$ cat config.mk
export PLATFORM = sky130hd
export DESIGN_NAME = dvi_timing_ctrl_flat
export DESIGN_NICKNAME = d
export VERILOG_FILES = /design/src/rtl/dvi_timing_ctrl_if.sv /design/src/rtl/dvi_timing_ctrl.sv /design/src/flat_wrapper.sv
export SDC_FILE = /design/constraint.sdc
export NUM_CORES = 1
export LEC_CHECK = 0
export CORE_AREA = 2 2 89 91
export CTS_BUF_LIST = sky130_fd_sc_hd__clkbuf_2
export CTS_CLUSTER_SIZE = 10
export DETAILED_ROUTE_END_ITERATION = 16
export DIE_AREA = 0 0 91 93
export SLEW_MARGIN = 20
export SYNTH_ARGS = -nofsm -noshare
export SYNTH_HDL_FRONTEND = slang
export SYNTH_SLANG_ARGS = --single-unit
$ cat constraint.sdc
create_clock -name iCLK -period 2.1 [get_ports iCLK]
set_clock_uncertainty 0.05 [all_clocks]
set_input_delay 0.63 -clock iCLK [delete_from_list [all_inputs] [get_ports iCLK]]
set_output_delay 0.63 -clock iCLK [all_outputs]
set_load 0.02 [all_outputs]
$ cat src/rtl/dvi_timing_ctrl_if.sv
// Pixel-side bus of the DVI timing controller: pixel FIFO read handshake,
// run control, underflow status and the sync/RGB outputs to the TMDS stage.
// Optional macro DVI_TESTPAT_EN adds the iTESTPAT colour-bar request.
interface dvi_timing_ctrl_if;
    logic        iEN;
    logic [23:0] iPIX_DATA;
    logic        iPIX_VALID;
    logic        oPIX_RD;
    logic        oSOF;
    logic [7:0]  oRED;
    logic [7:0]  oGRN;
    logic [7:0]  oBLU;
    logic        oHS;
    logic        oVS;
    logic        oDE;
    logic        oUNDERFLOW;
    logic        iUNDERFLOW_CLR;
    logic        oBUSY;
`ifdef DVI_TESTPAT_EN
    logic        iTESTPAT;

    modport master (
        input  iEN, iPIX_DATA, iPIX_VALID, iUNDERFLOW_CLR, iTESTPAT,
        output oPIX_RD, oSOF, oRED, oGRN, oBLU, oHS, oVS, oDE, oUNDERFLOW, oBUSY
    );
    modport slave (
        output iEN, iPIX_DATA, iPIX_VALID, iUNDERFLOW_CLR, iTESTPAT,
        input  oPIX_RD, oSOF, oRED, oGRN, oBLU, oHS, oVS, oDE, oUNDERFLOW, oBUSY
    );
`else
    modport master (
        input  iEN, iPIX_DATA, iPIX_VALID, iUNDERFLOW_CLR,
        output oPIX_RD, oSOF, oRED, oGRN, oBLU, oHS, oVS, oDE, oUNDERFLOW, oBUSY
    );
    modport slave (
        output iEN, iPIX_DATA, iPIX_VALID, iUNDERFLOW_CLR,
        input  oPIX_RD, oSOF, oRED, oGRN, oBLU, oHS, oVS, oDE, oUNDERFLOW, oBUSY
    );
`endif
endinterface

$ cat src/rtl/dvi_timing_ctrl.sv
// Video timing controller and pixel sequencer for the DVI/TMDS output stage.
// Generates HS/VS/DE and 24-bit RGB from programmable timing, pops pixels
// from a show-ahead FIFO, pulses oSOF one cycle before each frame's (0,0),
// flags FIFO underflow (sticky) and only starts/stops on frame boundaries.
// Optional macro DVI_TESTPAT_EN: adds iTESTPAT, which replaces FIFO pixels
// with eight vertical colour bars for a whole frame.
module dvi_timing_ctrl #(
    parameter int H_ACTIVE = 640,
    parameter int H_FP     = 16,
    parameter int H_SYNC   = 96,
    parameter int H_BP     = 48,
    parameter int V_ACTIVE = 480,
    parameter int V_FP     = 10,
    parameter int V_SYNC   = 2,
    parameter int V_BP     = 33,
    parameter bit HS_POL   = 1'b0,
    parameter bit VS_POL   = 1'b0
) (
    input  logic              iCLK,
    input  logic              iRESETn,
    dvi_timing_ctrl_if.master bus
);

    localparam int H_TOTAL = H_ACTIVE + H_FP + H_SYNC + H_BP;
    localparam int V_TOTAL = V_ACTIVE + V_FP + V_SYNC + V_BP;
    localparam int H_W     = $clog2(H_TOTAL);
    localparam int V_W     = $clog2(V_TOTAL);

    localparam logic [H_W-1:0] H_LAST     = H_W'(H_TOTAL - 1);
    localparam logic [V_W-1:0] V_LAST     = V_W'(V_TOTAL - 1);
    localparam logic [H_W-1:0] H_ACT_C    = H_W'(H_ACTIVE);
    localparam logic [V_W-1:0] V_ACT_C    = V_W'(V_ACTIVE);
    localparam logic [H_W-1:0] HS_START_C = H_W'(H_ACTIVE + H_FP);
    localparam logic [H_W-1:0] HS_END_C   = H_W'(H_ACTIVE + H_FP + H_SYNC);
    localparam logic [V_W-1:0] VS_START_C = V_W'(V_ACTIVE + V_FP);
    localparam logic [V_W-1:0] VS_END_C   = V_W'(V_ACTIVE + V_FP + V_SYNC);

    typedef enum logic [1:0] {IDLE, ARM, RUN, STOP} state_t;

    state_t          state_reg, state_next;
    logic [H_W-1:0]  hcnt_reg, hcnt_next;
    logic [V_W-1:0]  vcnt_reg, vcnt_next;
    logic            sof;
    logic            frame_end;
    logic            running;
    logic            de_c, hs_c, vs_c;
    logic            tp_on;
    logic            pix_rd;
    logic            underflow_set;
    logic [23:0]     rgb_next;

    logic            de_reg, hs_reg, vs_reg, und_reg;
    logic [23:0]     rgb_reg;

    assign running   = (state_reg == RUN) || (state_reg == STOP);
    assign frame_end = (hcnt_reg == H_LAST) && (vcnt_reg == V_LAST);

    // Next state and start-of-frame pulse; stop requests take effect only at frame end
    always_comb begin
        state_next = state_reg;
        sof        = 1'b0;
        case (state_reg)
            IDLE: begin
                if (bus.iEN) state_next = ARM;
            end
            ARM: begin
                sof        = 1'b1;
                state_next = RUN;
            end
            RUN: begin
                if (frame_end) sof = 1'b1;
                if (!bus.iEN) state_next = STOP;
            end
            STOP: begin
                if (frame_end) begin
                    if (bus.iEN) begin
                        sof        = 1'b1;
                        state_next = RUN;
                    end else begin
                        state_next = IDLE;
                    end
                end
            end
            default: state_next = IDLE;
        endcase
    end

    // Raster counters: free-run while a frame is in progress, parked at (0,0) otherwise
    always_comb begin
        hcnt_next = '0;
        vcnt_next = '0;
        if (running) begin
            if (hcnt_reg == H_LAST) begin
                hcnt_next = '0;
                vcnt_next = (vcnt_reg == V_LAST) ? '0 : vcnt_reg + 1'b1;
            end else begin
                hcnt_next = hcnt_reg + 1'b1;
                vcnt_next = vcnt_reg;
            end
        end
    end

    // State and counter registers
    always_ff @(posedge iCLK or negedge iRESETn) begin
        if (!iRESETn) begin
            state_reg <= IDLE;
            hcnt_reg  <= '0;
            vcnt_reg  <= '0;
        end else begin
            state_reg <= state_next;
            hcnt_reg  <= hcnt_next;
            vcnt_reg  <= vcnt_next;
        end
    end

    // Region decode; regions are only live while a frame is running
    assign de_c = running && (hcnt_reg < H_ACT_C) && (vcnt_reg < V_ACT_C);
    assign hs_c = running && (hcnt_reg >= HS_START_C) && (hcnt_reg < HS_END_C);
    assign vs_c = running && (vcnt_reg >= VS_START_C) && (vcnt_reg < VS_END_C);

`ifdef DVI_TESTPAT_EN
    localparam int             BAR_W   = (H_ACTIVE / 8 > 0) ? H_ACTIVE / 8 : 1;
    localparam logic [H_W-1:0] BAR_W_C = H_W'(BAR_W);

    logic           tp_reg;
    logic [H_W-1:0] bar_pos;
    logic [2:0]     bar_idx;
    logic [23:0]    bar_rgb;

    // Test pattern request latched at frame start and held for the whole frame
    always_ff @(posedge iCLK or negedge iRESETn) begin
        if (!iRESETn) begin
            tp_reg <= 1'b0;
        end else if (sof) begin
            tp_reg <= bus.iTESTPAT;
        end
    end

    // Bar colour: bits of the bar index select which components are off
    // (white, yellow, cyan, green, magenta, red, blue, black)
    always_comb begin
        bar_pos = hcnt_reg / BAR_W_C;
        bar_idx = (bar_pos > H_W'(7)) ? 3'd7 : bar_pos[2:0];
        bar_rgb = {{8{~bar_idx[1]}}, {8{~bar_idx[2]}}, {8{~bar_idx[0]}}};
    end

    assign tp_on = tp_reg;
`else
    assign tp_on = 1'b0;
`endif

    // FIFO pop and underflow detection happen in the same cycle the pixel is sampled
    assign pix_rd        = de_c && bus.iPIX_VALID && !tp_on;
    assign underflow_set = de_c && !bus.iPIX_VALID && !tp_on;

    // Pixel selection: blank outside DE, black on underflow
    always_comb begin
        rgb_next = 24'h000000;
        if (de_c) begin
`ifdef DVI_TESTPAT_EN
            if (tp_on) begin
                rgb_next = bar_rgb;
            end else
`endif
            if (bus.iPIX_VALID) begin
                rgb_next = bus.iPIX_DATA;
            end
        end
    end

    // Output registers: one cycle behind the counters
    always_ff @(posedge iCLK or negedge iRESETn) begin
        if (!iRESETn) begin
            de_reg  <= 1'b0;
            hs_reg  <= ~HS_POL;
            vs_reg  <= ~VS_POL;
            rgb_reg <= 24'h000000;
        end else begin
            de_reg  <= de_c;
            hs_reg  <= hs_c ? HS_POL : ~HS_POL;
            vs_reg  <= vs_c ? VS_POL : ~VS_POL;
            rgb_reg <= rgb_next;
        end
    end

    // Sticky underflow flag; a new underflow beats a concurrent clear
    always_ff @(posedge iCLK or negedge iRESETn) begin
        if (!iRESETn) begin
            und_reg <= 1'b0;
        end else if (underflow_set) begin
            und_reg <= 1'b1;
        end else if (bus.iUNDERFLOW_CLR) begin
            und_reg <= 1'b0;
        end
    end

    // Split the registered pixel into the three TMDS channels (R, G, B)
    logic [7:0] chan [3];
    genvar gi;
    generate
        for (gi = 0; gi < 3; gi++) begin : g_chan
            assign chan[gi] = rgb_reg[23 - 8*gi -: 8];
        end
    endgenerate

    assign bus.oRED       = chan[0];
    assign bus.oGRN       = chan[1];
    assign bus.oBLU       = chan[2];
    assign bus.oDE        = de_reg;
    assign bus.oHS        = hs_reg;
    assign bus.oVS        = vs_reg;
    assign bus.oUNDERFLOW = und_reg;
    assign bus.oPIX_RD    = pix_rd;
    assign bus.oSOF       = sof;
    assign bus.oBUSY      = (state_reg != IDLE);

endmodule

$ cat src/flat_wrapper.sv
// flat-port wrapper written by rule: the top's interface ports become plain ports
module dvi_timing_ctrl_flat 
#(
    parameter int H_ACTIVE = 640,
    parameter int H_FP     = 16,
    parameter int H_SYNC   = 96,
    parameter int H_BP     = 48,
    parameter int V_ACTIVE = 480,
    parameter int V_FP     = 10,
    parameter int V_SYNC   = 2,
    parameter int V_BP     = 33,
    parameter bit HS_POL   = 1'b0,
    parameter bit VS_POL   = 1'b0
)
  (iCLK, iRESETn, bus_iEN, bus_iPIX_DATA, bus_iPIX_VALID, bus_iUNDERFLOW_CLR, bus_oPIX_RD, bus_oSOF, bus_oRED, bus_oGRN, bus_oBLU, bus_oHS, bus_oVS, bus_oDE, bus_oUNDERFLOW, bus_oBUSY);
  dvi_timing_ctrl_if bus_i ();
  input  logic iCLK;
  input  logic iRESETn;
  input wire logic [$bits(bus_i.iEN)-1:0] bus_iEN;
  input wire logic [$bits(bus_i.iPIX_DATA)-1:0] bus_iPIX_DATA;
  input wire logic [$bits(bus_i.iPIX_VALID)-1:0] bus_iPIX_VALID;
  input wire logic [$bits(bus_i.iUNDERFLOW_CLR)-1:0] bus_iUNDERFLOW_CLR;
  output wire logic [$bits(bus_i.oPIX_RD)-1:0] bus_oPIX_RD;
  output wire logic [$bits(bus_i.oSOF)-1:0] bus_oSOF;
  output wire logic [$bits(bus_i.oRED)-1:0] bus_oRED;
  output wire logic [$bits(bus_i.oGRN)-1:0] bus_oGRN;
  output wire logic [$bits(bus_i.oBLU)-1:0] bus_oBLU;
  output wire logic [$bits(bus_i.oHS)-1:0] bus_oHS;
  output wire logic [$bits(bus_i.oVS)-1:0] bus_oVS;
  output wire logic [$bits(bus_i.oDE)-1:0] bus_oDE;
  output wire logic [$bits(bus_i.oUNDERFLOW)-1:0] bus_oUNDERFLOW;
  output wire logic [$bits(bus_i.oBUSY)-1:0] bus_oBUSY;
  assign bus_i.iEN = bus_iEN;
  assign bus_i.iPIX_DATA = bus_iPIX_DATA;
  assign bus_i.iPIX_VALID = bus_iPIX_VALID;
  assign bus_i.iUNDERFLOW_CLR = bus_iUNDERFLOW_CLR;
  assign bus_oPIX_RD = bus_i.oPIX_RD;
  assign bus_oSOF = bus_i.oSOF;
  assign bus_oRED = bus_i.oRED;
  assign bus_oGRN = bus_i.oGRN;
  assign bus_oBLU = bus_i.oBLU;
  assign bus_oHS = bus_i.oHS;
  assign bus_oVS = bus_i.oVS;
  assign bus_oDE = bus_i.oDE;
  assign bus_oUNDERFLOW = bus_i.oUNDERFLOW;
  assign bus_oBUSY = bus_i.oBUSY;
  dvi_timing_ctrl #(.H_ACTIVE(H_ACTIVE), .H_FP(H_FP), .H_SYNC(H_SYNC), .H_BP(H_BP), .V_ACTIVE(V_ACTIVE), .V_FP(V_FP), .V_SYNC(V_SYNC), .V_BP(V_BP), .HS_POL(HS_POL), .VS_POL(VS_POL)) u_core (.iCLK(iCLK), .iRESETn(iRESETn), .bus(bus_i));
endmodule
==> impl_metrics.tcl, run 1 <==
set metrics [dict create \
    synthFlopType "dfrtp_1" \
    worstPathMaxFanout 2 \
    finalSetupViolations 2 \
    use_met3_pct 5.16 \
    synth_edf_count 0 \
    largest_register_ffs 24 \
    clock_path_buffers 2 \
    cp_data_arrival_time_ns 1.82 \
    nets 337 \
    wl_um 5200 \
    worstSetupPathType "flop to primary output" \
    ys_seq_area_share_pct 57.1 \
    yosys_warnings 0 \
    portBuffers 59 \
    dieHeight_um 93 \
    drc 0 \
    synth_common_cells "48 x dfrtp_1, 26 x and3_1, 13 x nand3_1, 13 x nor2_1, 12 x inv_1" \
    die_area_um2 8460 \
    hold_end "u_core.bus.oUNDERFLOW$_DFFE_PN0P_" \
    fmax_mhz 400 \
    synth.area.top_cells "dfrtp_1 55%, and3_1 7.4%, nand3_1 3.0%, ha_1 2.9%, dfstp_2 2.4%" \
    antenna_cells 0 \
    root_buffer "clkbuf_2" \
    drt-initial-drc-count 75 \
    place_hpwl_um 3840 \
    min_delay_path_depth 2 \
    fin_crit_ns 2.50 \
    synthesis.area_um2 2190 \
    grt_setup_unrepaired "yes" \
    synthArstFlopShare_pct 100 \
    core_area_um2 7530 \
    syn_nets 239 \
    slew_viol_final 0 \
    busiest_layer "met2" \
    tightest_slew_ns 0.349 \
    status "complete, but fails checks" \
    io_pins 60 \
    fp-row-count 32 \
    wl_per_cell_um 12.8 \
    nFillCells 773 \
    hold_violations 0 \
    timing.final.crit_share_pct 119 \
    dr.pass1.iters 4 \
    final.setup.tns_ns -0.587 \
    critPathLaunchType "flop" \
    p_leak_nw 1.55 \
    yosys.cell_count.top_type "dfrtp_1" \
    overflow 0 \
    cp-end-kind "primary output" \
    postRouteAntennaNets 0 \
    crit_buf_inv 1 \
    worstSkewPairLatency_ns 0.43 \
    fin_cells 406 \
    worstRegToRegCells 7 \
    cp.depth 5 \
    htreeDepth 2 \
    grt_pass1_vias 1919 \
    vias_per_cell 4.72 \
    holdCritStartpoint "u_core.bus.oUNDERFLOW$_DFFE_PN0P_" \
    fin_ws_ns -0.399 \
    clk_pin_slew_ns 0.26 \
    reg2reg_from "u_core.hcnt_reg[1]$_DFF_PN0_" \
    r2r_end "u_core.vcnt_reg[3]$_DFFE_PN0P_" \
    ir_worst_vdd_v 0.000269 \
    cp_slowest_cell "dfrtp_1" \
    die_w_um 91 \
    cp.required_ns 1.42 \
    grt_util_met2_pct 20.5 \
    synth_top_area_share_pct 54.7 \
    area_delta_synth_final_pct 49.6 \
    slowest_delay_ns 0.44 \
    crit_chain "nand4b_1 -> nor4bb_4 -> nand3_2 -> a21oi_4 -> buf_6" \
    grt_util_met1_pct 16.1 \
    antenna_found_initial 0 \
    grt_max_degree 38 \
    drive_gt1_share_pct 22.0 \
    yosys.area.top_type "dfrtp_1" \
    syn_avg_cell_area_um2 10.7 \
    globalplace.congestion 0.922 \
    maxCapViolCount 0 \
    synth-seq-cells 50 \
    slew_headroom_pct 76.7 \
    start_util_pct 29.2 \
    cts_tree "done" \
    holdWs_ns 0.518 \
    hp-class "flop to flop" \
    numCtsBuffers 5 \
    clock_sinks 50 \
    place_inst 393 \
    r2r_setup_slack_ns 0.26 \
    violations "negative setup slack" \
    grt_use_total_pct 12.8 \
    grt_pass1_wl_um 8760 \
    synthCells 205 \
    via_count 1917 \
    yosysUniqueCellTypes 39 \
    power.density_nw_per_um2 618 \
    path_delay_family "simple AND/OR/NAND/NOR gates" \
]
logic make-up (layout without fill, tap and decap cells):
kind of cell	Yosys count	after routing	share of synthesized area, %
AO/OA/AOI/OAI	26	26	8.21
XOR/XNOR	8	8	3.19
adder cells (fa/ha/maj)	5	5	2.85
buffers and inverters	21	120	3.82
flip-flops	50	50	57.1
multiplexers	2	2	1.03
AND/OR/NAND/NOR	93	93	23.8
cell usage in the layout (no fill, tap or decap), types with 2 or more instances in the layout:
cell type / n
a21oi_1: 5
a22o_1: 2
a31oi_1: 2
and3_1: 25
buf_2: 2
buf_4: 36
buf_6: 5
clkbuf_2: 6
clkdlybuf4s50_1: 27
dfrtp_1: 48
dfstp_2: 2
dlygate4sd2_1: 28
ha_1: 4
inv_1: 12
mux2_2: 2
nand2_1: 9
nand3_1: 12
nand4_1: 3
nor2_1: 12
nor3_1: 8
nor4_1: 4
o21ai_0: 6
or3_1: 5
xnor2_1: 6
xor2_1: 2
worst max path at each step:
stage | end | startpoint | slack, ns
after floorplan | bus_oSOF | u_core.hcnt_reg[0]$_DFF_PN0_ | 0.002
after global placement | bus_oSOF | bus_iEN | -0.65
after detailed placement | bus_oSOF | bus_iEN | -0.68
after CTS | bus_oSOF | u_core.vcnt_reg[8]$_DFFE_PN0P_ | -0.48
after global routing | bus_oSOF | u_core.vcnt_reg[5]$_DFFE_PN0P_ | -0.52
final | bus_oSOF | u_core.vcnt_reg[8]$_DFFE_PN0P_ | -0.40
worst reg2reg max path, stage by stage, from the launching register on:
cell and delay, ns:
dfrtp_1 0.45, ha_4 0.15, buf_4 0.12, and4_1 0.22, a31oi_1 0.13, buf_4 0.19, or3_1 0.35, a21oi_1 0.14
metrics by stage:
stage / worst slack (ns) / util [%] / total power, mW / instance area (µm²)
global route: -0.520 / 43.6 / 2.16 / 3280
CTS: -0.482 / 43.0 / 2.04 / 3240
detailed placement: -0.677 / 42.3 / 1.63 / 3180
global placement: -0.648 / 42.3 / 1.62 / 3180
floorplan: 0.00191 / - / 1.36 / 2220
finish: -0.399 / 43.6 / 2.03 / 3280
cell type report:
type                            instances  area, µm²  share of cell area (%)
Clock inverter                          2       17.5                   0.534
Clock buffer                            6       30.0                   0.915
Tap cell                              102        128                    3.89
Inverter                               12       45.0                    1.37
Multi-Input combinational cell        134        927                    28.2
Timing Repair Buffer                  100        882                    26.9
Sequential cell                        50       1250                    38.2
timing repair:
| item | CTS | global route |
|---|---|---|
| endpoints found under the hold margin | 5 | 0 |
| gates resized for setup | 51 | 6 |
| setup buffers | 1 | 5 |
| setup endpoints to repair | 31 | 3 |
| hold buffers | 1 | 0 |
| pin swaps | 4 | 5 |
per-layer routing:
layer  vias up  wire length, µm  share of wire [%]
met1       936             2230                 43
met4         0               38               0.73
li1        917                -                  -
met5         -                0                  0
met2        60             2490                 48
met3         4              430                8.3
where the power goes:
group / internal (mW) / switching [mW]
Combinational: 0.261 / 0.254
Sequential: 1.05 / 0.0457
Clock: 0.0950 / 0.323
(Power assumes the default switching activity.)
==> run 2: changes to the inputs <==
- CORE_AREA: 2 2 89 91 -> 2 2 78 80
- DIE_AREA: 0 0 91 93 -> 0 0 80 82
- PLACE_DENSITY: default -> 0.69
==> run 2 against run 1 <==
The flow still finishes with violations (negative setup slack). Critical path depth rose by 1. Clock-buffer cell count down 1. Utilization up 13 points. Final area shrank 1.3%. Critical path type unchanged. Critical endpoint unchanged. Largest power group unchanged. Highest routed layer unchanged.
==> impl_metrics.tcl, run 2 (synthesis gave the netlist of run 1 again) <==
set metrics [dict create \
    status "complete, but fails checks" \
    violations "negative setup slack" \
    cp.required_ns 1.42 \
    clock_sinks 50 \
    grt_use_total_pct 16.2 \
    drt-initial-drc-count 185 \
    hold_violations 0 \
    wl_um 4920 \
    postRouteAntennaNets 0 \
    globalplace.congestion 0.907 \
    dieHeight_um 82 \
    antenna_cells 0 \
    numCtsBuffers 5 \
    p_leak_nw 1.56 \
    vias_per_cell 4.90 \
    finalSetupViolations 2 \
    worstSkewPairLatency_ns 0.42 \
    multiInputGateArea_um2 933 \
    fmax_mhz 399 \
    final.setup.tns_ns -0.596 \
    pre_cts_ws_ns -0.659 \
    core_area_um2 5750 \
    grt_pass1_wl_um 8210 \
    grt_pass1_vias 1736 \
    nets 336 \
    power.density_nw_per_um2 617 \
    largest_register_ffs 24 \
    htreeDepth 2 \
    place_hpwl_um 3670 \
    fin_ws_ns -0.403 \
    portBuffers 59 \
    area_delta_synth_final_pct 47.6 \
    maxCapViolCount 0 \
    cts_hold_buf 0 \
    drive_gt1_share_pct 22.8 \
    die_w_um 80 \
    slew_headroom_pct 62.9 \
    nFillCells 525 \
    worstPathMaxFanout 2 \
    root_buffer "clkbuf_2" \
    via_count 1851 \
    ir_worst_vdd_v 0.000365 \
    layout_commonest_cell "dfrtp_1" \
    clock_path_buffers 2 \
    cp_data_arrival_time_ns 1.82 \
    tightest_slew_ns 0.556 \
    timing.final.crit_share_pct 119 \
    io_pins 60 \
    slew_viol_final 0 \
    antenna_found_initial 0 \
    grt_max_degree 27 \
    drc 0 \
    final_cell_mix "48 x dfrtp_1, 38 x buf_4, 27 x clkdlybuf4s50_1, 27 x dlygate4sd2_1, 25 x and3_1" \
    clk_pin_slew_ns 0.27 \
    start_util_pct 38.2 \
    cp-end-kind "primary output" \
    cts_tree "done" \
    ff_latch_area_um2 1250 \
    wl_per_cell_um 13.0 \
    die_area_um2 6560 \
    hp-class "input port to async pin" \
    critPathLaunchType "flop" \
    fin_crit_ns 2.50 \
    overflow 0 \
    worstSetupPathType "flop to primary output" \
    grt_setup_unrepaired "yes" \
    fp-row-count 28 \
    dr.pass1.iters 4 \
]
==> run 2: power by group <==
part | total [mW] | switching (mW) | internal [mW]
Combinational | 0.503 | 0.249 | 0.255
Sequential | 1.10 | 0.0506 | 1.05
Clock | 0.397 | 0.314 | 0.0827
==> run 2: cell type report <==
cell class	count	share of cell area, %
sequential	50	38.7
multi-input combinational	134	28.8
timing repair buffer	99	26.8
tap	75	2.90
inverter	12	1.39
clock buffer	5	0.772
clock inverter	3	0.618
==> run 2: through the flow <==
stage / hold slack (ns) / instance area (µm²) / instances / power (mW) / utilization, %
after floorplan: 0.284 / 2220 / 205 / 1.36 / -
after global placement: 0.473 / 3150 / 367 / 1.62 / 54.9
after detailed placement: 0.483 / 3150 / 367 / 1.63 / 54.9
after CTS: 0.0849 / 3190 / 375 / 2.02 / 55.6
after global routing: 0.0815 / 3240 / 378 / 2.12 / 56.4
final: 0.0881 / 3240 / 378 / 2.00 / 56.4
==> run 2: worst paths after layout <==
| path | start | endpoint | slack (ns) | depth (start not counted) |
|---|---|---|---|---|
| setup / recovery | u_core.hcnt_reg[1]$_DFF_PN0_ | bus_oSOF | -0.40 | 6 |
| hold / removal | iRESETn | u_core.hcnt_reg[9]$_DFF_PN0_ | 0.09 | 1 |
| setup reg to reg | u_core.hcnt_reg[1]$_DFF_PN0_ | u_core.vcnt_reg[3]$_DFFE_PN0P_ | 0.16 | 7 |
| hold reg to reg | u_core.bus.oUNDERFLOW$_DFFE_PN0P_ | u_core.bus.oUNDERFLOW$_DFFE_PN0P_ | 0.51 | 2 |
| max in group asynchronous | iRESETn | u_core.vcnt_reg[1]$_DFFE_PN0P_ | 1.40 | 2 |
| min in group iCLK | u_core.bus.oUNDERFLOW$_DFFE_PN0P_ | u_core.bus.oUNDERFLOW$_DFFE_PN0P_ | 0.51 | 2 |
==> run 2: timing repair <==
item,CTS,global route
gates resized for setup,53,5
pin swaps,4,4
buffers inserted,1,4
endpoints found under the setup margin,31,4
==> run 2: worst max-delay path: stages, from the launching register on <==
cell     delay, ns
dfrtp_1       0.46
ha_4          0.15
nand4_1       0.13
nor3_2        0.27
nand3_2       0.13
a21oi_4       0.13
buf_6         0.13
==> run 2: per-layer routing <==
metal	vias up	routed length (µm)	GRT usage, %
met3	6	581	8.02
met2	72	2110	23.3
met1	854	2190	21.9
met4	0	46	3.56
met5	-	0	0
li1	919	-	-
==> run 3: changes to the inputs <==
- MAX_ROUTING_LAYER: default -> met4
- RECOVER_POWER: default -> 50
==> run 3 against run 2 <==
The flow still finishes with violations (negative setup slack). Routed wire length down 0.39%. Register-to-register slack about the same. Critical path depth unchanged. Clock power barely moved. Highest routed layer unchanged. Global-route usage grew 0.52 points. First-iteration DRC count up 9.2%. Worst hold slack improved by 0.28 ns. Largest power group unchanged. Sequential cell count did not move. Critical path type unchanged. Clock-buffer cell count did not move. Total power fell by 0.26%. Combinational power is 0.8% lower. Maximum frequency about the same.
==> impl_metrics.tcl, run 3 (synthesis gave the netlist of run 1 again) <==
set metrics [dict create \
    vias_per_cell 4.90 \
    internal-power_mw 1.38 \
    grt_max_degree 27 \
    finalSetupViolations 2 \
    timing.final.crit_share_pct 119 \
    swShare_pct 30.7 \
    worstSkewPairLatency_ns 0.42 \
    fin_cells 378 \
    worstSetupPathType "flop to primary output" \
    numCtsBuffers 5 \
    dr.pass1.iters 4 \
    share_seq_of_total_power_pct 55.1 \
    die_area_um2 6560 \
    io_pins 60 \
    grt_use_total_pct 16.7 \
    worstPathMaxFanout 2 \
    drc 0 \
    final_area_um2 3210 \
    reg2reg_from "u_core.hcnt_reg[1]$_DFF_PN0_" \
    power.density_nw_per_um2 622 \
    nets 336 \
    power_frac_clock_pct 19.9 \
    grt_util_met2_pct 23.3 \
    die_w_um 80 \
    hp-class "input port to async pin" \
    p_leak_nw 1.53 \
    fin_ws_ns -0.402 \
    fp-row-count 28 \
    final_cell_mix "48 x dfrtp_1, 35 x buf_4, 27 x clkdlybuf4s50_1, 27 x dlygate4sd2_1, 26 x and3_1" \
    clock_sinks 50 \
    cp-end-kind "primary output" \
    clk_pin_slew_ns 0.25 \
    finalPower_mw 1.99 \
    cp_data_arrival_time_ns 1.82 \
    ir_worst_vdd_v 0.000368 \
    hold_violations 0 \
    globalplace.congestion 0.922 \
    dieHeight_um 82 \
    cts_tree "done" \
    postRouteAntennaNets 0 \
    grt_setup_unrepaired "yes" \
    fin_crit_ns 2.50 \
    slew_viol_final 0 \
    start_util_pct 38.2 \
    fmax_mhz 400 \
    layout_commonest_cell "dfrtp_1" \
    p_comb_share_pct 25.0 \
    drive_gt1_share_pct 21.1 \
    antenna_cells 0 \
    switchingPower_mw 0.612 \
    use_met3_pct 6.48 \
    maxCapViolCount 0 \
    drt-initial-drc-count 202 \
    area_delta_synth_final_pct 46.1 \
    worstRegToRegCells 7 \
    htreeDepth 2 \
    nFillCells 528 \
    critPathLaunchType "flop" \
    r2r_end "u_core.vcnt_reg[3]$_DFFE_PN0P_" \
    overflow 0 \
    wl_um 4900 \
    grt_util_met1_pct 23.0 \
    place_area_um2 3150 \
    cp.required_ns 1.42 \
    place_hpwl_um 3670 \
    slew_headroom_pct 16.1 \
    grt_pass1_wl_um 8230 \
    r2r_setup_slack_ns 0.16 \
    via_count 1854 \
    portBuffers 59 \
    antenna_found_initial 0 \
    core_area_um2 5750 \
    grt_pass1_vias 1727 \
    place_inst 367 \
    root_buffer "clkbuf_2" \
    clock_path_buffers 2 \
    busiest_layer "met2" \
    status "complete, but fails checks" \
    wl_per_cell_um 13.0 \
    violations "negative setup slack" \
    largest_register_ffs 24 \
    tightest_slew_ns 1.26 \
]
## run 3: cell types whose count changed in the layout (fill, tap and decap cells not counted)
| cell | previous run | this run |
|---|---|---|
| buf_2 | 2 | 1 |
| and3_4 | 1 | 0 |
| clkbuf_2 | 5 | 6 |
| and3_1 | 25 | 26 |
| buf_12 | 1 | 0 |
| clkbuf_1 | 0 | 4 |
| buf_4 | 38 | 35 |
## run 3: power groups by stage
stage / registers (mW) / logic (mW) / clock network (mW)
floorplan: 1.17 / 0.185 / 0
global placement: 1.11 / 0.509 / 0
detailed placement: 1.12 / 0.514 / 0
CTS: 1.10 / 0.503 / 0.416
global route: 1.11 / 0.555 / 0.455
finish: 1.10 / 0.499 / 0.396
## run 3: layout make-up
| class | instances | area, µm² | area share (%) |
|---|---|---|---|
| flip-flops and latches | 50 | 1250 | 39.1 |
| multi-input cells | 134 | 928 | 29.0 |
| repair buffers | 99 | 841 | 26.2 |
| well taps | 75 | 93.8 | 2.93 |
| inverters | 12 | 45.0 | 1.40 |
| clock buffers | 5 | 25.0 | 0.780 |
| clock inverters | 3 | 20.0 | 0.624 |
## run 3: worst max-delay path by stage
stage / end / from / slack [ns]
CTS: bus_oSOF / u_core.vcnt_reg[0]$_DFFE_PN0P_ / -0.45
floorplan: bus_oSOF / u_core.hcnt_reg[0]$_DFF_PN0_ / 0.002
finish: bus_oSOF / u_core.hcnt_reg[1]$_DFF_PN0_ / -0.40
global route: bus_oSOF / u_core.hcnt_reg[1]$_DFF_PN0_ / -0.58
detailed placement: bus_oSOF / bus_iEN / -0.66
global placement: bus_oSOF / bus_iEN / -0.62
## run 3: critical path: stages, from the launching register on
cell and delay [ns]:
dfrtp_1 0.46, ha_4 0.15, nand4_1 0.13, nor3_2 0.27
nand3_2 0.13, a21oi_4 0.13, buf_6 0.13
## run 3: timing repair
item / CTS / global route
endpoints found under the setup margin: 31 / 4
pin swaps: 4 / 4
hold buffers: 0 / 0
resized for setup: 53 / 5
setup buffers: 1 / 4
## run 3: metal layers
layer | share of wire [%] | wire (µm)
met3 | 11 | 534
met1 | 45 | 2230
met2 | 43 | 2090
met5 | 0 | 0
met4 | 1.1 | 53
## run 3: metrics by stage
stage	setup TNS [ns]	util (%)	setup slack (ns)	hold WS (ns)
after floorplan	0	-	0.00191	0.284
after global placement	-1.01	54.9	-0.624	0.473
after detailed placement	-1.08	54.9	-0.659	0.483
after CTS	-0.671	55.6	-0.446	0.0849
after global routing	-1.04	55.8	-0.577	0.423
final	-0.617	55.8	-0.402	0.365
